$ cat src/rtl/ex_muldiv_pkg.sv
// ex_muldiv_pkg: shared constants and types for the EX-stage multiply/divide unit.
// Optional divide datapath is controlled by the EX_MULDIV_DIV_EN macro.
package ex_muldiv_pkg;

  localparam int unsigned ITER = 32;

  localparam logic [1:0] OP_MULT  = 2'b00;
  localparam logic [1:0] OP_MULTU = 2'b01;
  localparam logic [1:0] OP_DIV   = 2'b10;
  localparam logic [1:0] OP_DIVU  = 2'b11;

  typedef enum logic [1:0] {S_IDLE, S_RUN, S_DONE} state_e;

  // Divide by zero: quotient saturates to all ones, remainder is the raw dividend.
  localparam logic [31:0] DIVZ_LO = '1;

endpackage

$ cat src/rtl/muldiv_step.sv
// muldiv_step: one combinational iteration of the multiply/divide datapath.
// Multiply: shift-add on {partial product, multiplier}.
// Divide (only with EX_MULDIV_DIV_EN): restoring shift-subtract on {remainder, quotient}.
module muldiv_step #(
  parameter int unsigned XLEN = 32
) (
`ifdef EX_MULDIV_DIV_EN
  input  logic              i_div,
`endif
  input  logic [2*XLEN-1:0] i_acc,
  input  logic [XLEN-1:0]   i_opd,
  output logic [2*XLEN-1:0] o_acc
);

  logic [XLEN:0] w_sum;
`ifdef EX_MULDIV_DIV_EN
  logic [XLEN:0] w_rem;
  logic [XLEN:0] w_diff;
`endif

  // Next accumulator for one multiply or divide step
  always_comb begin
    w_sum = {1'b0, i_acc[2*XLEN-1:XLEN]} + (i_acc[0] ? {1'b0, i_opd} : '0);
    o_acc = {w_sum, i_acc[XLEN-1:1]};
`ifdef EX_MULDIV_DIV_EN
    w_rem  = i_acc[2*XLEN-1:XLEN-1];
    w_diff = w_rem - {1'b0, i_opd};
    if (i_div) begin
      if (w_diff[XLEN]) o_acc = {i_acc[2*XLEN-2:0], 1'b0};
      else              o_acc = {w_diff[XLEN-1:0], i_acc[XLEN-2:0], 1'b1};
    end
`endif
  end

endmodule

$ cat src/rtl/ex_muldiv_unit.sv
// ex_muldiv_unit: iterative 32-cycle multiply/divide unit in EX with pipeline stall.
// Define EX_MULDIV_DIV_EN to include DIV/DIVU; otherwise divide ops complete
// in one cycle with HI/LO left unchanged.
module ex_muldiv_unit #(
  parameter int unsigned XLEN = 32,
  parameter int unsigned ITER = 32
) (
  input  logic            clk,
  input  logic            rst,
  input  logic            start,
  input  logic [1:0]      op,
  input  logic [XLEN-1:0] a,
  input  logic [XLEN-1:0] b,
  input  logic            flush,
  output logic            stall_req,
  output logic            busy,
  output logic            done,
  output logic [XLEN-1:0] hi,
  output logic [XLEN-1:0] lo
);
  import ex_muldiv_pkg::*;

  localparam int unsigned CW = $clog2(ITER);

  state_e             r_state, w_next;
  logic [CW-1:0]      r_cnt;
  logic [2*XLEN-1:0]  r_acc;
  logic [XLEN-1:0]    r_opd;
  logic               r_div;
  logic               r_neg_lo;
  logic               r_busy, r_done;
  logic [XLEN-1:0]    r_hi, r_lo;
`ifdef EX_MULDIV_DIV_EN
  logic               r_neg_hi;
  logic               r_bz;
  logic [XLEN-1:0]    r_a;
  logic [XLEN-1:0]    w_quo, w_rem;
`endif

  logic               w_signed, w_isdiv, w_sa, w_sb;
  logic [XLEN-1:0]    w_abs_a, w_abs_b;
  logic [2*XLEN-1:0]  w_step, w_prod;

  muldiv_step #(.XLEN(XLEN)) u_step (
`ifdef EX_MULDIV_DIV_EN
    .i_div (r_div),
`endif
    .i_acc (r_acc),
    .i_opd (r_opd),
    .o_acc (w_step)
  );

  // Operand decode, magnitudes and sign-corrected results
  always_comb begin
    w_signed = (op == OP_MULT) || (op == OP_DIV);
    w_isdiv  = (op == OP_DIV)  || (op == OP_DIVU);
    w_sa     = w_signed && a[XLEN-1];
    w_sb     = w_signed && b[XLEN-1];
    w_abs_a  = w_sa ? -a : a;
    w_abs_b  = w_sb ? -b : b;
    w_prod   = r_neg_lo ? -r_acc : r_acc;
`ifdef EX_MULDIV_DIV_EN
    w_quo    = r_neg_lo ? -r_acc[XLEN-1:0] : r_acc[XLEN-1:0];
    w_rem    = r_neg_hi ? -r_acc[2*XLEN-1:XLEN] : r_acc[2*XLEN-1:XLEN];
`endif
  end

  // State register
  always_ff @(posedge clk or posedge rst) begin
    if (rst) r_state <= S_IDLE;
    else     r_state <= w_next;
  end

  // Next-state logic; flush wins over start and completion
  always_comb begin
    w_next = r_state;
    unique case (r_state)
      S_IDLE: if (start && !flush) begin
`ifdef EX_MULDIV_DIV_EN
        w_next = S_RUN;
`else
        w_next = w_isdiv ? S_DONE : S_RUN;
`endif
      end
      S_RUN:  if (flush) w_next = S_IDLE;
              else if (r_cnt == '0) w_next = S_DONE;
      S_DONE: w_next = S_IDLE;
      default: w_next = S_IDLE;
    endcase
  end

  // Stall request: holds the pipeline from first sight of start through RUN
  always_comb begin
    stall_req = ((r_state == S_IDLE) && start) || (r_state == S_RUN);
  end

  // Datapath: operand latch, iteration, HI/LO writeback, status flags
  always_ff @(posedge clk or posedge rst) begin
    if (rst) begin
      r_cnt    <= '0;
      r_acc    <= '0;
      r_opd    <= '0;
      r_div    <= 1'b0;
      r_neg_lo <= 1'b0;
      r_busy   <= 1'b0;
      r_done   <= 1'b0;
      r_hi     <= '0;
      r_lo     <= '0;
`ifdef EX_MULDIV_DIV_EN
      r_neg_hi <= 1'b0;
      r_bz     <= 1'b0;
      r_a      <= '0;
`endif
    end else begin
      r_busy <= (w_next == S_RUN);
      r_done <= (r_state == S_DONE) && !flush;
      unique case (r_state)
        S_IDLE: if (start && !flush) begin
          r_div    <= w_isdiv;
          r_neg_lo <= w_sa ^ w_sb;
          r_cnt    <= CW'(ITER - 1);
`ifdef EX_MULDIV_DIV_EN
          r_neg_hi <= w_sa;
          r_bz     <= (b == '0);
          r_a      <= a;
          r_acc    <= {{XLEN{1'b0}}, (w_isdiv ? w_abs_a : w_abs_b)};
          r_opd    <= w_isdiv ? w_abs_b : w_abs_a;
`else
          r_acc    <= {{XLEN{1'b0}}, w_abs_b};
          r_opd    <= w_abs_a;
`endif
        end
        S_RUN: if (!flush) begin
          r_acc <= w_step;
          if (r_cnt != '0) r_cnt <= r_cnt - 1'b1;
        end
        S_DONE: if (!flush) begin
`ifdef EX_MULDIV_DIV_EN
          if (r_div) begin
            if (r_bz) begin
              r_hi <= r_a;
              r_lo <= DIVZ_LO;
            end else begin
              r_hi <= w_rem;
              r_lo <= w_quo;
            end
          end else begin
            {r_hi, r_lo} <= w_prod;
          end
`else
          if (!r_div) {r_hi, r_lo} <= w_prod;
`endif
        end
        default: ;
      endcase
    end
  end

  assign busy = r_busy;
  assign done = r_done;
  assign hi   = r_hi;
  assign lo   = r_lo;

endmodule

$ cat config.mk
export PLATFORM = sky130hd
export DESIGN_NAME = ex_muldiv_unit
export DESIGN_NICKNAME = d
export VERILOG_FILES = /design/src/rtl/ex_muldiv_pkg.sv /design/src/rtl/muldiv_step.sv /design/src/rtl/ex_muldiv_unit.sv
export SDC_FILE = /design/constraint.sdc
export NUM_CORES = 1
export LEC_CHECK = 0
export CAP_MARGIN = 20
export CORE_UTILIZATION = 30
export DETAILED_ROUTE_END_ITERATION = 8
export PLACE_DENSITY = 0.57
export SETUP_SLACK_MARGIN = 0.4
export SLEW_MARGIN = 20
export SYNTH_ARGS = -nofsm -noshare
export SYNTH_HDL_FRONTEND = slang
export SYNTH_SLANG_ARGS = --single-unit
$ cat constraint.sdc
create_clock -name clk -period 6.95 [get_ports clk]
set_clock_uncertainty 0.1 [all_clocks]
set_input_delay 2.085 -clock clk [delete_from_list [all_inputs] [get_ports clk]]
set_output_delay 2.085 -clock clk [all_outputs]
set_load 0.02 [all_outputs]
* Yosys cells after proc, flatten, opt, wreduce, memory -nomap -nowiden *
Index checks and enable logic that the tools add are counted.

word-level totals
  flip-flop bits (word level) = 171
  bits in latches = 0
  bits in writable memories = 0
  bits in read-only memories = 0
  input port bits = 70
  output and inout bits = 67
  logic and storage cells = 60
  memories = 0

operators by class
  add/sub/neg operators = 5
  multipliers = 0
  divide/modulo/power cells = 0
  order comparisons = 0
  equal/unequal tests = 8
  shifts and indexed selects = 0
  mux-type cells = 16
  bitwise operators = 3
  reduce and logical (&&, ||, !) cells = 18

operators with widths
  kind                                                                      number
  64-bit two-way mux                                                        3
  64-bit one-hot mux with 2 select lines                                    1
  32-bit two-way mux                                                        3
  32-bit negation                                                           2
  64-bit negation                                                           1
  32-bit by 33-bit adder with 33-bit output                                 1
  5-bit two-way mux                                                         3
  5-bit one-hot mux with 2 select lines                                     1
  2-bit two-way mux                                                         4
  2-bit equality test (second input constant)                               3
  3-bit AND reduction                                                       2
  1-bit logical AND                                                         5
  5-bit logical NOT                                                         1
  5-bit nonzero test                                                        1
  5-bit by 1-bit subtractor with 5-bit output (second input constant)       1
  2-bit by 1-bit equality test with 1-bit output (second input constant)    2
  2-bit logical NOT                                                         2
  2-bit inequality test (second input constant)                             2
  2-bit one-hot mux with 2 select lines                                     1
  4-bit AND reduction                                                       1
  1-bit logical OR                                                          3
  2-bit by 1-bit inequality test with 1-bit output (second input constant)  1
  1-bit inverter                                                            2
  2-bit AND reduction                                                       1
  3 further kinds                                                           3

* Logic depth before layout (Yosys ltp) *
  depth after elaboration = 6
  depth in mapped cells = 13
  depth with buffers taken out = 12

* By module *
A second synthesis with hierarchy kept.

unflattened totals
  cells, all modules = 1310
  area, all modules = 11409.7 um2

by module, submodules not included
  module          times used  cells an instance  area an instance (um2)  seq. area each (um2)
  ex_muldiv_unit  1           1015               9222.6                  4279.1
  muldiv_step     1           295                2187.1                  0.0

* Worst setup path before layout *
OpenSTA, ideal clock, no wires.

  path type = input to output
  start = in start
  end = out stall_req
  arrival = 2398 ps
  required time = 4765 ps
  path slack = 2367 ps
  cell stages on the path = 2
  buffers on the path = 0
  path through = nor2_1 > nor2_1

on the way
  longest elaborated chain between the ends = 2

ends and longest elaborated chain
  item                line                  RTL
  start: declaration  ex_muldiv_unit.sv:10  input logic start,
  1-bit logical AND   ex_muldiv_unit.sv:94  stall_req = ((r_state == S_IDLE) && start) || (r_state == S_RUN);
  1-bit logical OR    ex_muldiv_unit.sv:94
  end: declaration    ex_muldiv_unit.sv:15  output logic stall_req,

Every way passes these cells.

* Final worst setup path *
Same ends and word-level chain as after synthesis.

==> results_dict.tcl <==
set metrics [dict create \
    fillers 3681 \
    synthTopCellsByArea "dfrtp_1 39%, xor2_1 7.7%, o21ai_0 6.2%" \
    leakagePower_nw 5.56 \
    async_flop_share_pct 100 \
    place_inst 1833 \
    synth_compound_area_share_pct 21.2 \
    yosys.area_share.simple_pct 20.4 \
    yosysTopAreaCell "dfrtp_1" \
    hold_violations 0 \
    synth_area_sq_um 10900 \
    muxShareOfSynthArea_pct 0.675 \
    hpwl_mm 22.7 \
    die_y_um 193 \
    clkLatencyLatePin_ps 440 \
    cp.arrival_ps 3330 \
    dr.pass1.iters 7 \
    mostFrequentLayoutCell "dfrtp_1" \
    wl_per_cell_um 16.2 \
    fin_tns_setup_ps 0 \
    antenna_left 0 \
    viasPerCell 5.04 \
    synthFlopType "dfrtp_1" \
    rows 69 \
    synthAdderAreaFrac_pct 4.42 \
    crit_fanout 3 \
    drtIter0Drc 848 \
    finalNonFillerCells 1866 \
    peakVddDrop_mv 0.203 \
    synth_nets 1402 \
    clk_pin_slew_ps 70 \
    post_cts_buffers 0 \
    violations "design-rule violations" \
    clockBufferDepth 2 \
    critPathRequiredTime_ps 4760 \
    syn_avg_cell_area_sq_um 8.45 \
    status "finished with violations" \
    grt_pass1_wl_mm 48.8 \
    overflow 0 \
    p_per_area_nw_per_um2 315 \
    end_kind "output port" \
    cts_resized 0 \
    hp-class "reg -> reg" \
    ys_seq_area_share_pct 39.1 \
    min_period_over_period_pct 79.4 \
    critPathKind "in -> out" \
    final_cell_mix "169 x dfrtp_1, 146 x nand2_1, 136 x o21ai_0, 136 x clkdlybuf4s50_1" \
    path_cells "clkdlybuf4s50_1, nor2_1, nor2_1, clkdlybuf4s50_1" \
    yosys_register_bits 171 \
    synth_xor_area_share_pct 11.1 \
    yosysUniqueCellTypes 63 \
    io_pins 137 \
    max_freq_ghz 0.181 \
    h-tree-depth 4 \
    start_util_pct 30.6 \
    antenna_found_initial 1 \
    cp_slowest_cell "clkdlybuf4s50_1" \
    finalSetupViolCount 0 \
    final-max-slew-violation-count 0 \
    drc 8 \
    die_x_um 193 \
    p_total_mw 4.20 \
    syn_inst 1294 \
    num_vias 9413 \
    nets 1499 \
    grt_max_degree 146 \
    synth_edf_count 0 \
    cts_root_buffer "clkbuf_16" \
    gp_congestion 0.862 \
    layout-drive-gt1-share_pct 4.91 \
    areaGrowthSynthToFinish_pct 21.9 \
    cts_tree "done" \
    track_usage_pct 16.7 \
    cp_slowest_stage_delay_ps 610 \
    min_period_ps 5520 \
    slew_headroom_pct 26.6 \
    core_area_sq_um 35700 \
    wirelength_mm 30.1 \
    maxCapViolCount 0 \
    clkSinkCount 171 \
    dieArea_sq_um 37200 \
    yosys_warnings 0 \
    final_util_pct 37.3 \
    hold_slack_ps 378 \
    cts-hold-fix-buffers 0 \
    synth_top_cell_area_share_pct 39.1 \
    start_kind "input port" \
    grt_setup_unrepaired "no" \
    io_buffers 136 \
    grt_pass1_vias 8994 \
    worst_pin_slew_ps 1100 \
    cts_buffers 17 \
    synth_top_family_by_area "compound AO/OA/AOI/OAI gates" \
]
## sequential cells by signal (all words and copies together) (netlist names)
register	flops
hi	32
r_neg_lo	1
done	1
r_cnt	5
r_acc	64
r_opd	32
r_div	1
busy	1
lo	32
r_state	2
## through the flow
stage	instance area (sq um)	setup WS, ps
detailed placement	12700	1420
floorplan	10900	2370
global placement	12700	1420
global route	13300	1370
finish	13300	1430
CTS	13300	1420
## layer usage
layer	wire, um	GRT usage (%)	vias to the layer above
met4	454	4.66	0
met5	0	0	-
met1	16400	26.1	4393
met3	1310	2.58	27
met2	12000	23.1	200
li1	-	-	4793
## worst max-delay path, delay by kind of cell
family / cells / cell delay [ps]
buffers and inverters: 2 / 1100
and+or+nand+nor: 2 / 150
## where the power goes
part           switching [mW]  internal [mW]
registers               0.275           1.28
logic                   0.916          0.738
clock network           0.437          0.550
total                    1.63           2.57
## final timing paths
path	slack, ps	startpoint	to	depth (start not counted)
min in group asynchronous	1970	rst	hi[3]$_DFFE_PP0P_	2
hold reg to reg	380	r_opd[2]$_DFFE_PP0P_	r_opd[2]$_DFFE_PP0P_	2
setup / recovery	1430	start	stall_req	4
max in group asynchronous	3600	rst	r_neg_lo$_DFFE_PP0P_	3
hold / removal	380	r_opd[2]$_DFFE_PP0P_	r_opd[2]$_DFFE_PP0P_	2
setup reg to reg	2940	r_acc[0]$_DFFE_PP0P_	r_acc[63]$_DFFE_PP0P_	12
## synth_stat cells, types with 13 or more instances
| cell | instances |
|---|---|
| nor2b_1 | 13 |
| xor2_1 | 96 |
| o21ai_0 | 136 |
| inv_1 | 22 |
| a21oi_1 | 134 |
| xnor2_1 | 42 |
| nand3_1 | 16 |
| a21o_1 | 17 |
| or4_1 | 16 |
| nor3_1 | 22 |
| clkbuf_1 | 61 |
| ha_1 | 37 |
| o31ai_1 | 32 |
| nand2_1 | 146 |
| dfrtp_1 | 171 |
| and2_1 | 35 |
| o41ai_1 | 15 |
| a31oi_1 | 14 |
| nor2_1 | 134 |
| or3_1 | 15 |
## area by class of cell
cell class,instances,area (sq um),share of cell area [%]
tap,461,577,4.33
multi-input combinational,1034,6330,47.5
inverter,22,86.3,0.648
sequential,171,4280,32.1
clock buffer,19,443,3.32
clock inverter,13,155,1.16
timing repair buffer,145,1450,10.9
antenna,1,2.50,0.0188
## cells by family after synthesis
family                     after synthesis
muxes                                    7
AOI/OAI and AO/OA                      393
and+or+nand+nor                        458
xor gates and xnor gates               138
DFF                                    171
buffers and inverters                   89
adders and majority gates               38
(Power assumes the default switching activity.)
